--- src/rtl/fifo_fwft.sv ---
// fifo_fwft: first-word-fall-through synchronous FIFO over a 1-cycle-latency BRAM,
// with a two-word prefetch (BRAM read register + output register), occupancy flags and sticky overflow.
module fifo_fwft #(
    parameter int DATA_W          = 32,
    parameter int LOG2_FIFO_DEPTH = 4,
    parameter int AF_THRESH       = (1 << LOG2_FIFO_DEPTH) - 2,
    parameter int AE_THRESH       = 1
) (
    input  logic                       clk,
    input  logic                       rst_n,
    input  logic                       in_valid,
    output logic                       in_ready,
    input  logic [DATA_W-1:0]          in_data,
    output logic                       out_valid,
    input  logic                       out_ready,
    output logic [DATA_W-1:0]          out_data,
    input  logic                       flush,
    input  logic                       clr_flags,
    output logic [LOG2_FIFO_DEPTH:0]   count,
    output logic                       almost_full,
    output logic                       almost_empty,
    output logic                       overflow
);
    localparam int DEPTH = 1 << LOG2_FIFO_DEPTH;
    localparam int CW    = LOG2_FIFO_DEPTH + 1;

    logic [DATA_W-1:0] mem [DEPTH];
    logic [CW-1:0]     wr_ptr, rd_ptr, count_next;
    logic [DATA_W-1:0] rd_data;
    logic              rd_valid, wr_acc, pop, out_load, stage_move, rd_en;

    assign in_ready   = count < CW'(DEPTH);
    assign wr_acc     = in_valid && in_ready && !flush;
    assign pop        = out_valid && out_ready && !flush;
    assign out_load   = !out_valid || pop;
    assign stage_move = rd_valid && out_load;
    // Read a new word whenever the read register is free or draining into the output register.
    assign rd_en      = !flush && (rd_ptr != wr_ptr) && (!rd_valid || stage_move);
    assign count_next = flush ? '0 : count + CW'(wr_acc) - CW'(pop);

    always_ff @(posedge clk) begin
        if (wr_acc) mem[wr_ptr[LOG2_FIFO_DEPTH-1:0]] <= in_data;
        if (rd_en) rd_data <= mem[rd_ptr[LOG2_FIFO_DEPTH-1:0]];
    end

    always_ff @(posedge clk or negedge rst_n) begin
        if (!rst_n) begin
            wr_ptr       <= '0;
            rd_ptr       <= '0;
            rd_valid     <= 1'b0;
            out_valid    <= 1'b0;
            out_data     <= '0;
            count        <= '0;
            almost_full  <= (AF_THRESH == 0);
            almost_empty <= 1'b1;
            overflow     <= 1'b0;
        end else begin
            overflow     <= (in_valid && !in_ready) || (overflow && !clr_flags);
            count        <= count_next;
            almost_full  <= count_next >= CW'(AF_THRESH);
            almost_empty <= count_next <= CW'(AE_THRESH);
            if (flush) begin
                wr_ptr    <= '0;
                rd_ptr    <= '0;
                rd_valid  <= 1'b0;
                out_valid <= 1'b0;
            end else begin
                if (wr_acc) wr_ptr <= wr_ptr + CW'(1);
                if (rd_en) rd_ptr <= rd_ptr + CW'(1);
                rd_valid <= rd_en || (rd_valid && !stage_move);
                if (out_load) out_valid <= rd_valid;
                if (stage_move) out_data <= rd_data;
            end
        end
    end
endmodule

--- config.mk ---
export PLATFORM = sky130hd
export DESIGN_NAME = fifo_fwft
export DESIGN_NICKNAME = d
export VERILOG_FILES = /design/src/rtl/fifo_fwft.sv
export SDC_FILE = /design/constraint.sdc
export NUM_CORES = 1
export LEC_CHECK = 0
export CAP_MARGIN = 10
export CORE_ASPECT_RATIO = 1.1
export CORE_UTILIZATION = 50
export DETAILED_ROUTE_END_ITERATION = 8
export PLACE_DENSITY_LB_ADDON = 0.08
export SLEW_MARGIN = 20
export SYNTH_ARGS = -nofsm -noshare
export SYNTH_HDL_FRONTEND = slang
export SYNTH_SLANG_ARGS = --single-unit
--- constraint.sdc ---
create_clock -name clk -period 7.9 [get_ports clk]
set_clock_uncertainty 0.2 [all_clocks]
set_input_delay 1.975 -clock clk [delete_from_list [all_inputs] [get_ports clk]]
set_output_delay 1.975 -clock clk [all_outputs]
set_load 0.02 [all_outputs]
### Word-level counts from Yosys, hierarchy flattened

Memory sizes are Yosys's and may differ from the RTL's. A register that Yosys moved wholly into a read port is not among the register bits.
Index checks and enable logic that the tools add are counted.

| word-level totals | value |
|---|---|
| input bits | 38 |
| bits in writable memories | 512 |
| memories kept | 1 |
| logic and storage cells | 53 |
| output and inout bits | 42 |
| register bits | 52 |

Memory list:

| name | depth | bits a word | rd ports | clocked after Yosys merged registers in | write ports | RTL line | text |
|---|---|---|---|---|---|---|---|
| mem | 16 | 32 | 1 | 1 | 1 | 27 | `logic [DATA_W-1:0] mem [DEPTH];` |

| cells by class | value |
|---|---|
| magnitude comparators | 3 |
| muxes and demuxes | 10 |
| equal/unequal tests | 1 |
| reduce and logical (&&, ||, !) cells | 24 |
| add/subtract/negate cells | 4 |
| bitwise gates (word level) | 1 |

Operator list:

| operator | count |
|---|---|
| 2-to-1 mux 5 bit | 5 |
| adder 5 x 1 -> 5 bit, second input constant | 2 |
| logical AND 1 bit | 10 |
| logical NOT 1 bit | 6 |
| nonzero test 2 bit | 3 |
| adder 5 x 1 -> 5 bit | 1 |
| >= comparator 5 x 4 -> 1 bit, second input constant | 1 |
| <= comparator 5 x 1 -> 1 bit, second input constant | 1 |
| < comparator 5 bit, second input constant | 1 |
| 2-to-1 mux 1 bit | 5 |
| != test 5 bit | 1 |
| subtractor 5 x 1 -> 5 bit | 1 |
| logical OR 1 bit | 4 |
| AND reduction 2 bit | 1 |
| NOT 1 bit | 1 |

### Logic depth before layout (Yosys ltp)

Gate-level depths: netlist (run 1).

| depth | value |
|---|---|
| depth after elaboration | 8 |
| depth in mapped cells | 12 |
| gate-level depth less buffers | 12 |

### Least setup slack after synthesis (run 1)

No wires, ideal clock.

| timing | value |
|---|---|
| path type | input to register |
| start | in in_valid |
| end | mem mem[0][0], enable pin |
| stages on the path | 4 |
| arrival | 4.916 ns |
| data required time | 7.239 ns |
| setup time | 0.461 ns |
| setup slack | 2.323 ns |
| cell sequence | nor2b_1 > nor2b_1 > nand2_1 > nor3_1 |

| on the way | value |
|---|---|
| longest elaborated chain between the ends | 4 |

Ends and longest elaborated chain:

| item | RTL line | text |
|---|---|---|
| from (decl) | 11 | `input logic in_valid,` |
| logical AND 1 bit (2 in a row) | 33 | `assign wr_acc = in_valid && in_ready && !flush;` |
| 2-to-1 mux 1 bit | 42 | `if (wr_acc) mem[wr_ptr[LOG2_FIFO_DEPTH-1:0]] <= in_data;` |
| 2-to-1 mux 1 bit (implied by the code) | 42 |  |
| to (decl) | 27 |  |

Every way passes these cells.

### Final worst setup path (run 1)

| timing | value |
|---|---|
| start | in in_valid |
| end | reg almost_full |

| on the way | value |
|---|---|
| longest elaborated chain between the ends | 6 |

Ends and longest elaborated chain:

| item | RTL line | text |
|---|---|---|
| logical AND 1 bit (2 in a row) | 33 |  |
| adder 5 x 1 -> 5 bit | 39 | `assign count_next = flush ? '0 : count + CW'(wr_acc) - CW'(pop);` |
| subtractor 5 x 1 -> 5 bit | 39 |  |
| 2-to-1 mux 5 bit | 39 |  |
| >= comparator 5 x 4 -> 1 bit | 60 | `almost_full <= count_next >= CW'(AF_THRESH);` |
| to (signal assigned) | 54 | `almost_full <= (AF_THRESH == 0);` |
| to (signal assigned) | 60 |  |
| to (decl) | 20 | `output logic almost_full,` |

Every way passes these cells.
A chain may end at the register's enable or synchronous reset.

==> results of run 1 <==
## metrics by stage
step                      setup slack (ns)  std cells  hold slack (ns)
final                                 3.15       1696            0.274
after global routing                  2.95       1696            0.289
after CTS                             3.18       1696            0.277
after detailed placement              2.53       1588            0.263
after global placement                2.52       1588            0.256
after floorplan                       2.32        947            0.254
## metal layers
layer	vias up	wire length, um
li1	4212	-
met1	5257	19000
met2	202	21800
met3	72	1640
met4	0	920
met5	-	0
## where the power goes
group          internal (mW)  total (mW)  switching (mW)
Combinational          0.906        1.69           0.779
Sequential              3.71        3.88           0.170
Clock                   1.69        2.84            1.15
## worst paths after layout
kind / slack [ns] / endpoint / cells after the start
setup / recovery: 3.15 / almost_full / 13
hold / removal: 0.27 / out_data[7] / 1
max in group asynchronous: 5.57 / rd_ptr[1] / 2
setup reg to reg: 4.45 / rd_data[6] / 3
min in group asynchronous: 1.34 / count[4] / 2
hold reg to reg: 0.27 / out_data[7] / 1
## placed cells by master (no fill, tap or decap), types with 2 or more instances in the layout
master and instances:
a21o_1 2, a21oi_1 6, buf_4 25, bufinv_16 8
clkbuf_1 9, clkbuf_16 59, clkbuf_8 7, clkdlybuf4s50_1 78
clkinv_1 12, clkinv_2 9, clkinv_4 2, dfrtp_1 47
dfrtp_2 2, dfrtp_4 2, edfxtp_1 544, ha_1 10
inv_1 10, mux2_2 32, mux4_2 160, nand2_1 12
nand2b_1 2, nand3_1 3, nor2_1 15, nor2_4 13
nor2b_1 8, nor3_2 4, o21ai_0 4, or3_1 2
xnor2_1 8, xor2_1 6
## cells by family (layout without fill, tap and decap cells)
logic type	after synthesis	after routing	synth area share
DFF	596	596	0.782
muxes	193	193	0.176
and+or+nand+nor	62	62	0.0125
buffers and inverters	55	223	0.0131
AOI/OAI and AO/OA	16	16	0.00416
xor gates and xnor gates	14	14	0.00544
adders and majority gates	11	11	0.00644
## flip-flops by register name (all words and copies together), names as in the netlist
register and cells:
almost_empty 1, overflow 1, rd_ptr 5, wr_ptr 5, rd_data 32, rd_valid 1
count 5, mem 512, out_data 32, almost_full 1, out_valid 1
## area by class of cell
class                      instances  area (um^2)  area share
sequential                       596        17600       0.676
multi-input combinational        296         4740       0.181
timing repair buffer             105          993      0.0380
clock inverter                    33          364      0.0139
tap                              581          727      0.0278
clock buffer                      75         1610      0.0615
inverter                          10         37.5     0.00144
## worst max-delay path, stage by stage
cell and delay [ns]:
clkdlybuf4s50_1 0.47, nor2b_1 0.44, nor2b_1 0.40, inv_1 0.09, ha_1 0.28, inv_1 0.04
ha_1 0.20, fa_1 0.43, a21o_1 0.17, a21oi_1 0.17, xnor2_1 0.18, o21a_1 0.16
nor2_1 0.04
==> flow_summary.json, run 1 <==
{
  "synth_edf_count": 544,
  "clk_pin_slew_worst_paths_ns": 0.07,
  "grt_util_met2": 0.323,
  "globalRoute.busiestLayer": "met2",
  "clk_latency_ns": 0.61,
  "use_met3": 0.0265,
  "initial_core_util": 0.507,
  "fin_crit_ns": 4.75,
  "h-tree-depth": 2,
  "rsz0062_at_grt": "false",
  "leakage_nw": 8.23,
  "maxCapViolCount": 0,
  "synth.top_cell.area_share": 0.724,
  "critPathLaunch": "in_valid",
  "die_x_um": 204,
  "cts_resized": 0,
  "design.core.area_um2": 44500,
  "total_power_mw": 8.40,
  "min_path_type": "flip-flop to flip-flop",
  "drt_first_pass_iters": 4,
  "cts_buffers": 59,
  "synth.most_common_cell": "edfxtp_1",
  "io_buffers": 79,
  "root_buffer": "clkbuf_16",
  "fin_tns_setup_ns": 0,
  "synth_area_leaders": "edfxtp_1 (72%), mux4_2 (16%), dfrtp_1 (5.7%)",
  "syn_inst": 947,
  "dieArea_um2": 46000,
  "n_fill_cell": 3191,
  "netlist_top_cells_count": "edfxtp_1 (544), mux4_2 (160), dfrtp_1 (51)",
  "drt-total-wl_um": 43400,
  "syn_area_um2": 22600,
  "yosys.area.top_type": "edfxtp_1",
  "ant_nets": 0,
  "slew_headroom": 0.335,
  "dpl-instance-area_um2": 24100,
  "routabilityCongestion": 0.702,
  "end_kind": "flip-flop",
  "grtUsageTotal": 0.198,
  "via_per_inst": 5.74,
  "fin_crit_sh": 0.602,
  "syn_to_final_growth_pct": 15.8,
  "yosysSeqAreaShare": 0.782,
  "dp_hpwl_um": 22500,
  "ir_worst_vdd_mv": 0.188,
  "drc": 0,
  "num_io_pins": 80,
  "worstSetupPathType": "input port to flip-flop",
  "yosys_warnings": 0,
  "row_count": 81,
  "synth_cell_types": 32,
  "gr-total-overflow": 0,
  "chipHeight_um": 225,
  "drv_slew": 0,
  "post-cts-setup-buffer-count": 0,
  "wl_per_cell_um": 25.6,
  "fmax_ghz": 0.210,
  "hold_viol_final": 0,
  "cts_tree": "done",
  "final_core_util": 0.587,
  "final_net_count": 1117,
  "holdBufCountCts": 0,
  "grt_pass1_wl_um": 65500,
  "diodes": 0,
  "antenna_found_initial": 0,
  "use_met1": 0.280,
  "initialDrtViolationCount": 589,
  "cp.arrival_ns": 5.03,
  "synthArstFlopShare": 0.0872,
  "layout-drive-gt1-share": 0.296,
  "design_area_um2": 26100,
  "cts_buffer_depth": 3,
  "synth_area_per_cell_um2": 23.8,
  "setup_viol": 0,
  "rr_startpoint": "rd_ptr[0]",
  "cp.required_ns": 8.18,
  "worst_pin_slew_ns": 0.997,
  "status": "complete, no violations",
  "hold_start": "rd_data[7]",
  "grt_pass1_vias": 10308,
  "p_per_area_nw_per_um2": 322,
  "start_kind": "input port",
  "dr_total_vias": 9743,
  "synthFlopType": "edfxtp_1",
  "synthesis.nets": 996,
  "ys_ff_latch": 596,
  "grt_start_max_net_pins": 87,
  "path_max_fanout": 6,
  "cts.sinks": 596
}
(Power assumes the default switching activity.)
==> run 2, diff against run 1 <==
- clock period: 7.9 -> 4.3 ns (I/O delays scaled with it)
==> run 2 against run 1 <==
Net effect:
- critical path type unchanged
- total power increased by 81%
- critical endpoint unchanged
- clock-buffer cell count increased by 4
- non-clock buffer count increased by 25
- cell area increased by 0.47%
- sequential power increased by 84%
- die area unchanged
- largest cell class unchanged
==> flow_summary.json, run 2 (synthesized netlist as in run 1, its figures left out) <==
{
  "cts_tree": "done",
  "die_x_um": 204,
  "cts_buffer_depth": 3,
  "diodes": 0,
  "slew_headroom": 0.406,
  "cts_resized": 0,
  "post-cts-setup-buffer-count": 0,
  "h-tree-depth": 2,
  "dp_hpwl_um": 25100,
  "holdBufCountCts": 0,
  "status": "complete, no violations",
  "grtUsageTotal": 0.210,
  "clk_latency_ns": 0.61,
  "cp.arrival_ns": 3.70,
  "pwr-share-seq": 0.470,
  "power.switching_mw": 3.88,
  "clk_pin_slew_worst_paths_ns": 0.06,
  "cp.required_ns": 4.58,
  "design.core.area_um2": 44500,
  "initial_core_util": 0.507,
  "antenna_found_initial": 1,
  "drt-total-wl_um": 45500,
  "rr_startpoint": "rd_ptr[0]",
  "io_buffers": 79,
  "comb_power_share": 0.210,
  "wl_per_cell_um": 26.5,
  "final_net_count": 1140,
  "drc": 0,
  "dr_total_vias": 9973,
  "cts_buffers": 57,
  "p_per_area_nw_per_um2": 580,
  "via_per_inst": 5.79,
  "final_core_util": 0.590,
  "whs_ns": 0.266,
  "leakage_nw": 8.27,
  "fin_crit_sh": 0.795,
  "reg2reg_to": "rd_data[30]",
  "drt_first_pass_iters": 5,
  "ant_nets": 0,
  "r2r_cells": 3,
  "worst_pin_slew_ns": 0.891,
  "ir_worst_vdd_mv": 0.354,
  "dieArea_um2": 46000,
  "largest_register_ffs": 512,
  "drv_slew": 0,
  "fmax_ghz": 0.293,
  "path_max_fanout": 3,
  "root_buffer": "clkbuf_16",
  "gr-total-overflow": 0,
  "worstSetupPathType": "input port to flip-flop",
  "chipHeight_um": 225,
  "row_count": 81,
  "layout-drive-gt1-share": 0.305,
  "pwr-share-clk": 0.320,
  "endpoint": "almost_full",
  "post-place-ws_ns": 0.329,
  "rsz0062_at_grt": "false",
  "critPathLaunch": "in_valid",
  "min_path_type": "flip-flop to flip-flop",
  "grt_pass1_wl_um": 68600,
  "maxCapViolCount": 0,
  "end_kind": "flip-flop",
  "num_io_pins": 80,
  "setup_ws_ns": 0.882,
  "p_int_mw": 11.3,
  "fin_crit_ns": 3.42,
  "syn_to_final_growth_pct": 16.4,
  "fin_tns_setup_ns": 0,
  "layout_common_cells": "edfxtp_1 (544), mux4_2 (160), clkdlybuf4s50_1 (78), clkbuf_16 (59), dfrtp_1 (47)",
  "layout_commonest_cell": "edfxtp_1",
  "grt_start_max_net_pins": 50,
  "routabilityCongestion": 0.749,
  "hold_viol_final": 0,
  "start_kind": "input port",
  "grt_pass1_vias": 10411,
  "initialDrtViolationCount": 728,
  "swShare": 0.255,
  "r2r_slack_ns": 1.41,
  "cts.sinks": 596,
  "setup_viol": 0
}
## run 2: critical path, cell delays in order
cell and delay (ns):
clkdlybuf4s50_1 0.48, nor2b_1 0.18, nor2b_1 0.21, inv_1 0.06
ha_1 0.27, inv_1 0.04, ha_1 0.20, fa_1 0.43
a21o_1 0.17, a21oi_1 0.18, xnor2_1 0.20, o21a_1 0.17
nor2_1 0.03
## run 2: how the worst min path moves through the flow
stage,from,end,slack [ns],depth (start not counted)
2_1_floorplan,rd_data[28],out_data[28],0.25,1
3_3_place_gp,rd_data[19],out_data[19],0.26,1
3_5_place_dp,rd_data[1],out_data[1],0.26,1
4_1_cts,rd_data[1],out_data[1],0.28,1
5_1_grt,rd_data[3],out_data[3],0.29,1
6_report,rd_data[3],out_data[3],0.27,1
## run 2: layer usage
metal | routed length, um | vias to the layer above | GRT usage
met1 | 20400 | 5424 | 0.306
met5 | 12 | - | 0
li1 | - | 4250 | -
met2 | 22100 | 224 | 0.326
met4 | 993 | 2 | 0.0648
met3 | 2110 | 73 | 0.0377
## run 2: layout make-up
class | instances | area, um^2
clock buffers | 79 | 1570
clock inverters | 29 | 246
fillers | 3160 | 18300
inverters | 10 | 37.5
multi-input cells | 296 | 4760
flip-flops and latches | 596 | 17600
well taps | 581 | 727
repair buffers | 130 | 1240
## run 2: power groups by stage
stage / sequential (mW) / combinational [mW] / clock, mW
6_report: 7.15 / 3.19 / 4.87
3_3_place_gp: 7.27 / 3.24 / 0
2_1_floorplan: 7.28 / 2.09 / 0
4_1_cts: 7.16 / 3.27 / 4.97
5_1_grt: 7.21 / 3.44 / 5.17
3_5_place_dp: 7.28 / 3.24 / 0
## run 2: through the flow
| stage | cells | cell area [um^2] | total power [mW] |
|---|---|---|---|
| after floorplan | 947 | 22600 | 9.37 |
| after global placement | 1613 | 24400 | 10.5 |
| after detailed placement | 1613 | 24400 | 10.5 |
| after CTS | 1721 | 26200 | 15.4 |
| after global routing | 1721 | 26200 | 15.8 |
| final | 1721 | 26200 | 15.2 |
==> run 3, diff against run 2 <==
- clock period: 4.3 -> 3.1 ns (I/O delays scaled with it)
==> run 3 against run 2 <==
Net effect:
- first-iteration DRC count is 18% higher
- via count is 0.69% higher
- clock-buffer cell count is 6 higher
- cell area is 2.1% higher
- register-to-register slack worse by 1.0 ns
- clock power is 39% higher
- die area stayed put
- critical path depth stayed put
- setup slack worse by 0.74 ns
- largest cell class unchanged
==> flow_summary.json, run 3 (synthesized netlist as in run 1, its figures left out) <==
{
  "pwr-share-clk": 0.317,
  "fin_cells": 1735,
  "drc": 0,
  "setup_viol": 0,
  "worstSetupPathType": "input port to flip-flop",
  "r2r_slack_ns": 0.36,
  "io_buffers": 79,
  "reg2reg_to": "almost_full",
  "initial_core_util": 0.507,
  "slew_headroom": 0.529,
  "p_per_area_nw_per_um2": 794,
  "root_buffer": "clkbuf_16",
  "r2r_cells": 12,
  "antenna_found_initial": 0,
  "drv_slew": 0,
  "endpoint": "almost_full",
  "cp.required_ns": 3.38,
  "drt_first_pass_iters": 4,
  "n_fill_cell": 3116,
  "ant_nets": 0,
  "cts_buffer_depth": 3,
  "hold_viol_final": 0,
  "cts.sinks": 596,
  "path_max_fanout": 3,
  "grt_pass1_wl_um": 68700,
  "wl_per_cell_um": 26.5,
  "pwr-share-seq": 0.457,
  "dpl-instance-area_um2": 24900,
  "initialDrtViolationCount": 860,
  "cts_buffers": 58,
  "end_kind": "flip-flop",
  "cp.arrival_ns": 3.24,
  "design.core.area_um2": 44500,
  "dieArea_um2": 46000,
  "fmax_ghz": 0.338,
  "p_int_mw": 15.9,
  "comb_power_share": 0.225,
  "worst_pin_slew_ns": 0.707,
  "h-tree-depth": 2,
  "power.switching_mw": 5.35,
  "ir_worst_vdd_mv": 0.512,
  "chipHeight_um": 225,
  "cts_tree": "done",
  "layout_common_cells": "edfxtp_1 (544), mux4_2 (160), clkdlybuf4s50_1 (78), clkbuf_16 (59), dfrtp_1 (47)",
  "largest_register_ffs": 512,
  "design_area_um2": 26800,
  "gr-total-overflow": 0,
  "row_count": 81,
  "dr_total_vias": 10042,
  "grt_pass1_vias": 10323,
  "grt_start_max_net_pins": 74,
  "final_core_util": 0.602,
  "rr_startpoint": "count[4]",
  "whs_ns": 0.276,
  "routabilityCongestion": 0.744,
  "via_per_inst": 5.79,
  "drt-total-wl_um": 46000,
  "fin_crit_sh": 0.954,
  "dp_hpwl_um": 25500,
  "start_kind": "input port",
  "critPathLaunch": "in_valid",
  "grtUsageTotal": 0.211,
  "dpl.cell_count": 1624,
  "total_power_mw": 21.3,
  "maxCapViolCount": 0,
  "layout-drive-gt1-share": 0.316,
  "layout_commonest_cell": "edfxtp_1",
  "rsz0062_at_grt": "false",
  "syn_to_final_growth_pct": 18.8,
  "min_path_type": "flip-flop to flip-flop",
  "clk_pin_slew_worst_paths_ns": 0.06,
  "leakage_nw": 8.47,
  "swShare": 0.251,
  "status": "complete, no violations",
  "final_net_count": 1153,
  "clk_latency_ns": 0.60,
  "die_x_um": 204,
  "fin_crit_ns": 2.96,
  "num_io_pins": 80
}
run 3: cell count changes in the layout (fill, tap and decap cells not counted), moves of 2 or more:
cell        change
clkinv_1        -2
buf_12         +34
buf_4          -23
clkinvlp_4      -3
nor2b_4         +2
clkbuf_8        +5
nor2b_1         -2
run 3: worst min path at each step:
stage | start | end | slack (ns) | cells after the start
5_1_grt | rd_data[0] | out_data[0] | 0.29 | 1
2_1_floorplan | rd_data[28] | out_data[28] | 0.25 | 1
6_report | rd_data[22] | out_data[22] | 0.28 | 1
3_3_place_gp | rd_data[28] | out_data[28] | 0.26 | 1
3_5_place_dp | rd_data[1] | out_data[1] | 0.26 | 1
4_1_cts | rd_data[22] | out_data[22] | 0.28 | 1
run 3: cell type report:
class	instances	area, um^2	area share
well taps	581	727	0.0271
repair buffers	142	1760	0.0657
multi-input cells	296	4780	0.179
clock inverters	24	191	0.00714
clock buffers	85	1640	0.0614
flip-flops and latches	596	17600	0.659
diodes	1	2.50	0.0000934
inverters	10	37.5	0.00140
run 3: power by group through the flow:
stage | sequential (mW) | clock, mW | combinational (mW)
2_1_floorplan | 10.1 | 0 | 2.91
3_3_place_gp | 9.90 | 0 | 4.84
3_5_place_dp | 9.91 | 0 | 4.87
4_1_cts | 9.75 | 6.90 | 4.89
5_1_grt | 9.80 | 7.20 | 5.16
6_report | 9.74 | 6.75 | 4.79
run 3: critical path: stages:
cell and delay, ns:
clkdlybuf4s50_1 0.47, nor2b_4 0.14, nor2b_4 0.14, inv_1 0.05, ha_1 0.27, inv_1 0.04
ha_1 0.20, fa_1 0.41, a21o_1 0.19, a21oi_2 0.16, xnor2_1 0.18, o21a_1 0.17
nor2_1 0.04
run 3: repair_timing:
item / CTS / global route
hold buffers: 1 / 0
hold endpoints to repair: 14 / 0
gates resized for setup: 0 / 1
setup endpoints to repair: 0 / 1
setup buffers: 0 / 0
run 3: routing by layer:
layer	share of wire	track usage	routed length, um	up-vias
met4	0.019	0.0611	884	0
met5	0	0	0	-
met1	0.45	0.309	20800	5478
met2	0.49	0.333	22600	218
li1	-	-	-	4289
met3	0.038	0.0294	1760	57
run 3: metrics by stage:
stage          setup TNS, ns  worst slack [ns]
2_1_floorplan         -56.20            -0.160
3_3_place_gp           -1.42            -0.427
3_5_place_dp           -1.61            -0.479
4_1_cts                    0             0.151
5_1_grt                    0            0.0375
6_report                   0             0.142
==> variant 1, RTL diff (config.mk and constraints of run 3) <==
Set the parameter `DATA_W` to 64 (it was 32).
--- a/src/rtl/fifo_fwft.sv
+++ b/src/rtl/fifo_fwft.sv
@@ -3,3 +3,3 @@
 module fifo_fwft #(
-    parameter int DATA_W          = 32,
+    parameter int DATA_W          = 64,
     parameter int LOG2_FIFO_DEPTH = 4,
Ports: changed (resized in_data and out_data); port bits go from 80 to 144. The function was not compared with the original's and may differ.
==> variant 1 against run 3 <==
Clock power up 120%; power up 100%; design area up 97%; setup slack better by 0.14 ns; sequential cell count up 576; synthesized area up 97%; wire length up 100%; critical path type unchanged; highest routed layer is now met5.
==> variant 1: results (changes against run 3) <==
[grt]
grt_pass1_wl_um=141000  ; +110%
grt_max_degree=85  ; +15%
grt_use_total=0.214  ; +0.00351

[route]
routed_wl_um=93300  ; +100%
drt_iter0_drc=1564  ; +82%
via_per_inst=5.79  ; about the same
firstDrtPassIters=5  ; +1

[power_and_ir_drop]
peakVddDrop_mv=0.549  ; +7.3%
p_leak_nw=16.6  ; +96%

[synthesis]
synth_commonest_cells=edfxtp_1 (1088), mux4_2 (256), dfrtp_1 (83)
syn_nets=2045  ; +110%
ys_top_cells_by_area=edfxtp_1 (74%), mux4_2 (13%), dfrtp_1 (4.7%), mux2_2 (1.6%), mux2i_1 (1.5%)
ys_seq_area_frac=0.784  ; +0.00157
yosysUniqueCellTypes=34  ; +6.3%

[placed_design]
dp_hpwl_um=54000  ; +110%
port_buffers=143  ; +81%
place_congestion=0.735  ; -1.2%

[worst_setup_path]
r2r-end=rd_data[30]
timing.rr.start=rd_ptr[0]
r2r_setup_slack_ns=0.38  ; +0.02 ns
arrival_ns=3.18  ; -0.06 ns

[cells_and_area]
largest_register_ffs=1024  ; +100%
drive_above_1_share=0.282  ; -0.0341
diodes=0  ; -1
final_nets=2321  ; +100%

[clocking]
numCtsBuffers=116  ; +100%
clk_latency_ns=0.68  ; +0.08 ns
htree_levels=3  ; +1

[timing]
max_slew_margin=0.436  ; -0.0933

[min_path]
worst_hold_path.endpoint=out_data[11]
min-delay-start=rd_data[11]

[status]
run_status=completed

-- variant 1: cell count changes after synthesis, sizes merged, moves of 62 or more --
cell / before / now
edfxtp: 544 / 1088
mux4: 160 / 256
a21oi: 6 / 71
a211oi: 0 / 64
mux2i: 1 / 65
nor2b: 8 / 70
-- variant 1: worst max path at each step --
stage	from	to	slack (ns)	cells past startpoint
2_1_floorplan	in_valid	mem[0][0]	-0.50	4
3_3_place_gp	in_valid	almost_full	-0.40	13
3_5_place_dp	in_valid	almost_full	-0.42	13
4_1_cts	count[4]	in_ready	0.26	2
5_1_grt	in_valid	almost_full	0.19	13
6_report	in_valid	almost_full	0.28	13
-- variant 1: final cells by class --
| cell class | count | area (µm²) |
|---|---|---|
| clock buffer | 147 | 3150 |
| clock inverter | 75 | 916 |
| timing repair buffer | 264 | 3240 |
| fill | 6274 | 35100 |
| inverter | 10 | 37.5 |
| sequential | 1172 | 34800 |
| multi-input combinational | 676 | 9180 |
| tap | 1160 | 1450 |
-- variant 1: cell families after synthesis --
logic type / after synthesis / synth area share
flip-flops: 1172 / 0.784
AND/OR/NAND/NOR: 122 / 0.0149
multiplexers: 385 / 0.161
adder cells (fa/ha/maj): 11 / 0.00327
XOR/XNOR: 14 / 0.00276
buffers and inverters: 116 / 0.0140
AO/OA/AOI/OAI: 144 / 0.0204
-- variant 1: metal layers --
layer  wire [µm]  up-vias  global-route usage
met5          27        -                   0
met4        1690        4              0.0583
met3        4000      113              0.0301
met2       48200      449               0.366
met1       39400    11000               0.290
li1            -     8744                   -
-- variant 1: metrics by stage --
stage / area [µm²] / setup slack (ns) / setup TNS (ns) / hold WS, ns / cells
CTS: 52800 / 0.261 / 0 / 0.276 / 3504
global placement: 48700 / -0.398 / -0.997 / 0.257 / 3281
global route: 52800 / 0.187 / 0 / 0.292 / 3504
detailed placement: 48700 / -0.416 / -1.06 / 0.263 / 3281
floorplan: 44600 / -0.500 / -127.76 / 0.254 / 1964
finish: 52800 / 0.282 / 0 / 0.274 / 3504
-- variant 1: power groups by stage --
stage,sequential [W],clock (W),combinational (W)
3_5_place_dp,0.0195,0,0.00928
6_report,0.0192,0.0148,0.00908
3_3_place_gp,0.0195,0,0.00921
4_1_cts,0.0192,0.0151,0.00932
2_1_floorplan,0.0198,0,0.00552
5_1_grt,0.0193,0.0157,0.00980
==> variant 2, RTL diff (config.mk and constraints of run 3) <==
Made on the original files. Reset style: synchronous (`rst_n`), changed in one clocked block.
--- a/src/rtl/fifo_fwft.sv
+++ b/src/rtl/fifo_fwft.sv
@@ -45,3 +45,3 @@
 
-    always_ff @(posedge clk or negedge rst_n) begin
+    always_ff @(posedge clk) begin
         if (!rst_n) begin
Function: differs if rst_n is asserted again (counterexample within 4 cycles, from zero or initial values and one cycle with rst_n low); with rst_n held inactive, the same outputs for 4 cycles.
==> variant 2 against run 3 <==
Wire length up 4.5%; fmax up 0.65%; core utilization up 0.49 points; setup slack gained 0.019 ns; sequential cell count did not move; register-to-register slack improved by 0.17 ns; design area rose by 1.5%; critical path depth shrank 3; synthesized area grew 1.4%; critical path type unchanged; largest cell class unchanged.
Power is not compared: it rests on default switching activity, and its combinational part moved more than twofold at a synthesized area within 25%.
==> variant 2: results (changes against run 3) <==
[grt]
grt_pass1_wl_um=72000  ; +4.8%

[min_path]
holdPathStages=2  ; +1
worst_hold_path.endpoint=out_data[30]

[route]
routedWlPerCell_um=25.0  ; -5.6%
routed_wl_um=48100  ; +4.5%
wl_met1_um=20900  ; +0.63%

[placed_design]
place_area_um2=25200  ; +1.1%
place_congestion=0.732  ; -1.6%
dpl_worst_slack_ns=-0.439  ; +0.0399 ns
dpl.cell_count=1806  ; +11%

[status]
run_status=completed

[cells_and_area]
num-nonclk-buffers=155  ; +9.2%
final_nets=1336  ; +16%
diodes=0  ; -1
drive_above_1_share=0.243  ; -0.0730
register_area_um2=17400  ; -1.5%
nClkBuffers=86  ; +1.2%
multi_input_cells=464  ; +57%
syn_to_final_growth_pct=19.0

[clocking]
clk_latency_ns=0.62  ; +0.02 ns

[worst_setup_path]
r2r-end=almost_full
r2r_setup_slack_ns=0.53  ; +0.17 ns
timing.rr.start=count[4]

[synthesis]
yosysUniqueCellTypes=48  ; +50%
synth_compound_area_frac=0.0357  ; +0.0316
synthCells=1134  ; +20%
synth.area.mux_share=0.141  ; -0.0352
ys_top_cells_by_area=edfxtp_1 (71%), mux4_2 (13%), dfxtp_1 (4.6%), mux2i_1 (1.5%), nand2_1 (1.3%)

[timing]
layout_setup_ws_ns=0.161  ; +0.0190 ns

[variant 2: where the power goes]
| part | switching, W | internal [W] | total (W) | leakage [nW] |
|---|---|---|---|---|
| clock | 0.00295 | 0.00422 | 0.00717 | 0.971 |
| sequential | 0.0000278 | 0.00884 | 0.00886 | 5.33 |
| combinational | 0.000329 | 0.000292 | 0.000620 | 2.06 |
[variant 2: layer usage]
| layer | vias up | global-route usage |
|---|---|---|
| met4 | 0 | 0.0617 |
| met5 | - | 0 |
| met2 | 193 | 0.370 |
| met3 | 58 | 0.0303 |
| li1 | 4886 | - |
| met1 | 5841 | 0.288 |
[variant 2: critical path: cells and delay by family]
kind / cells / cell delay, ns
AOI/OAI and AO/OA: 1 / 0.14
and+or+nand+nor: 3 / 0.76
buffers and inverters: 3 / 0.65
adders and majority gates: 3 / 0.95
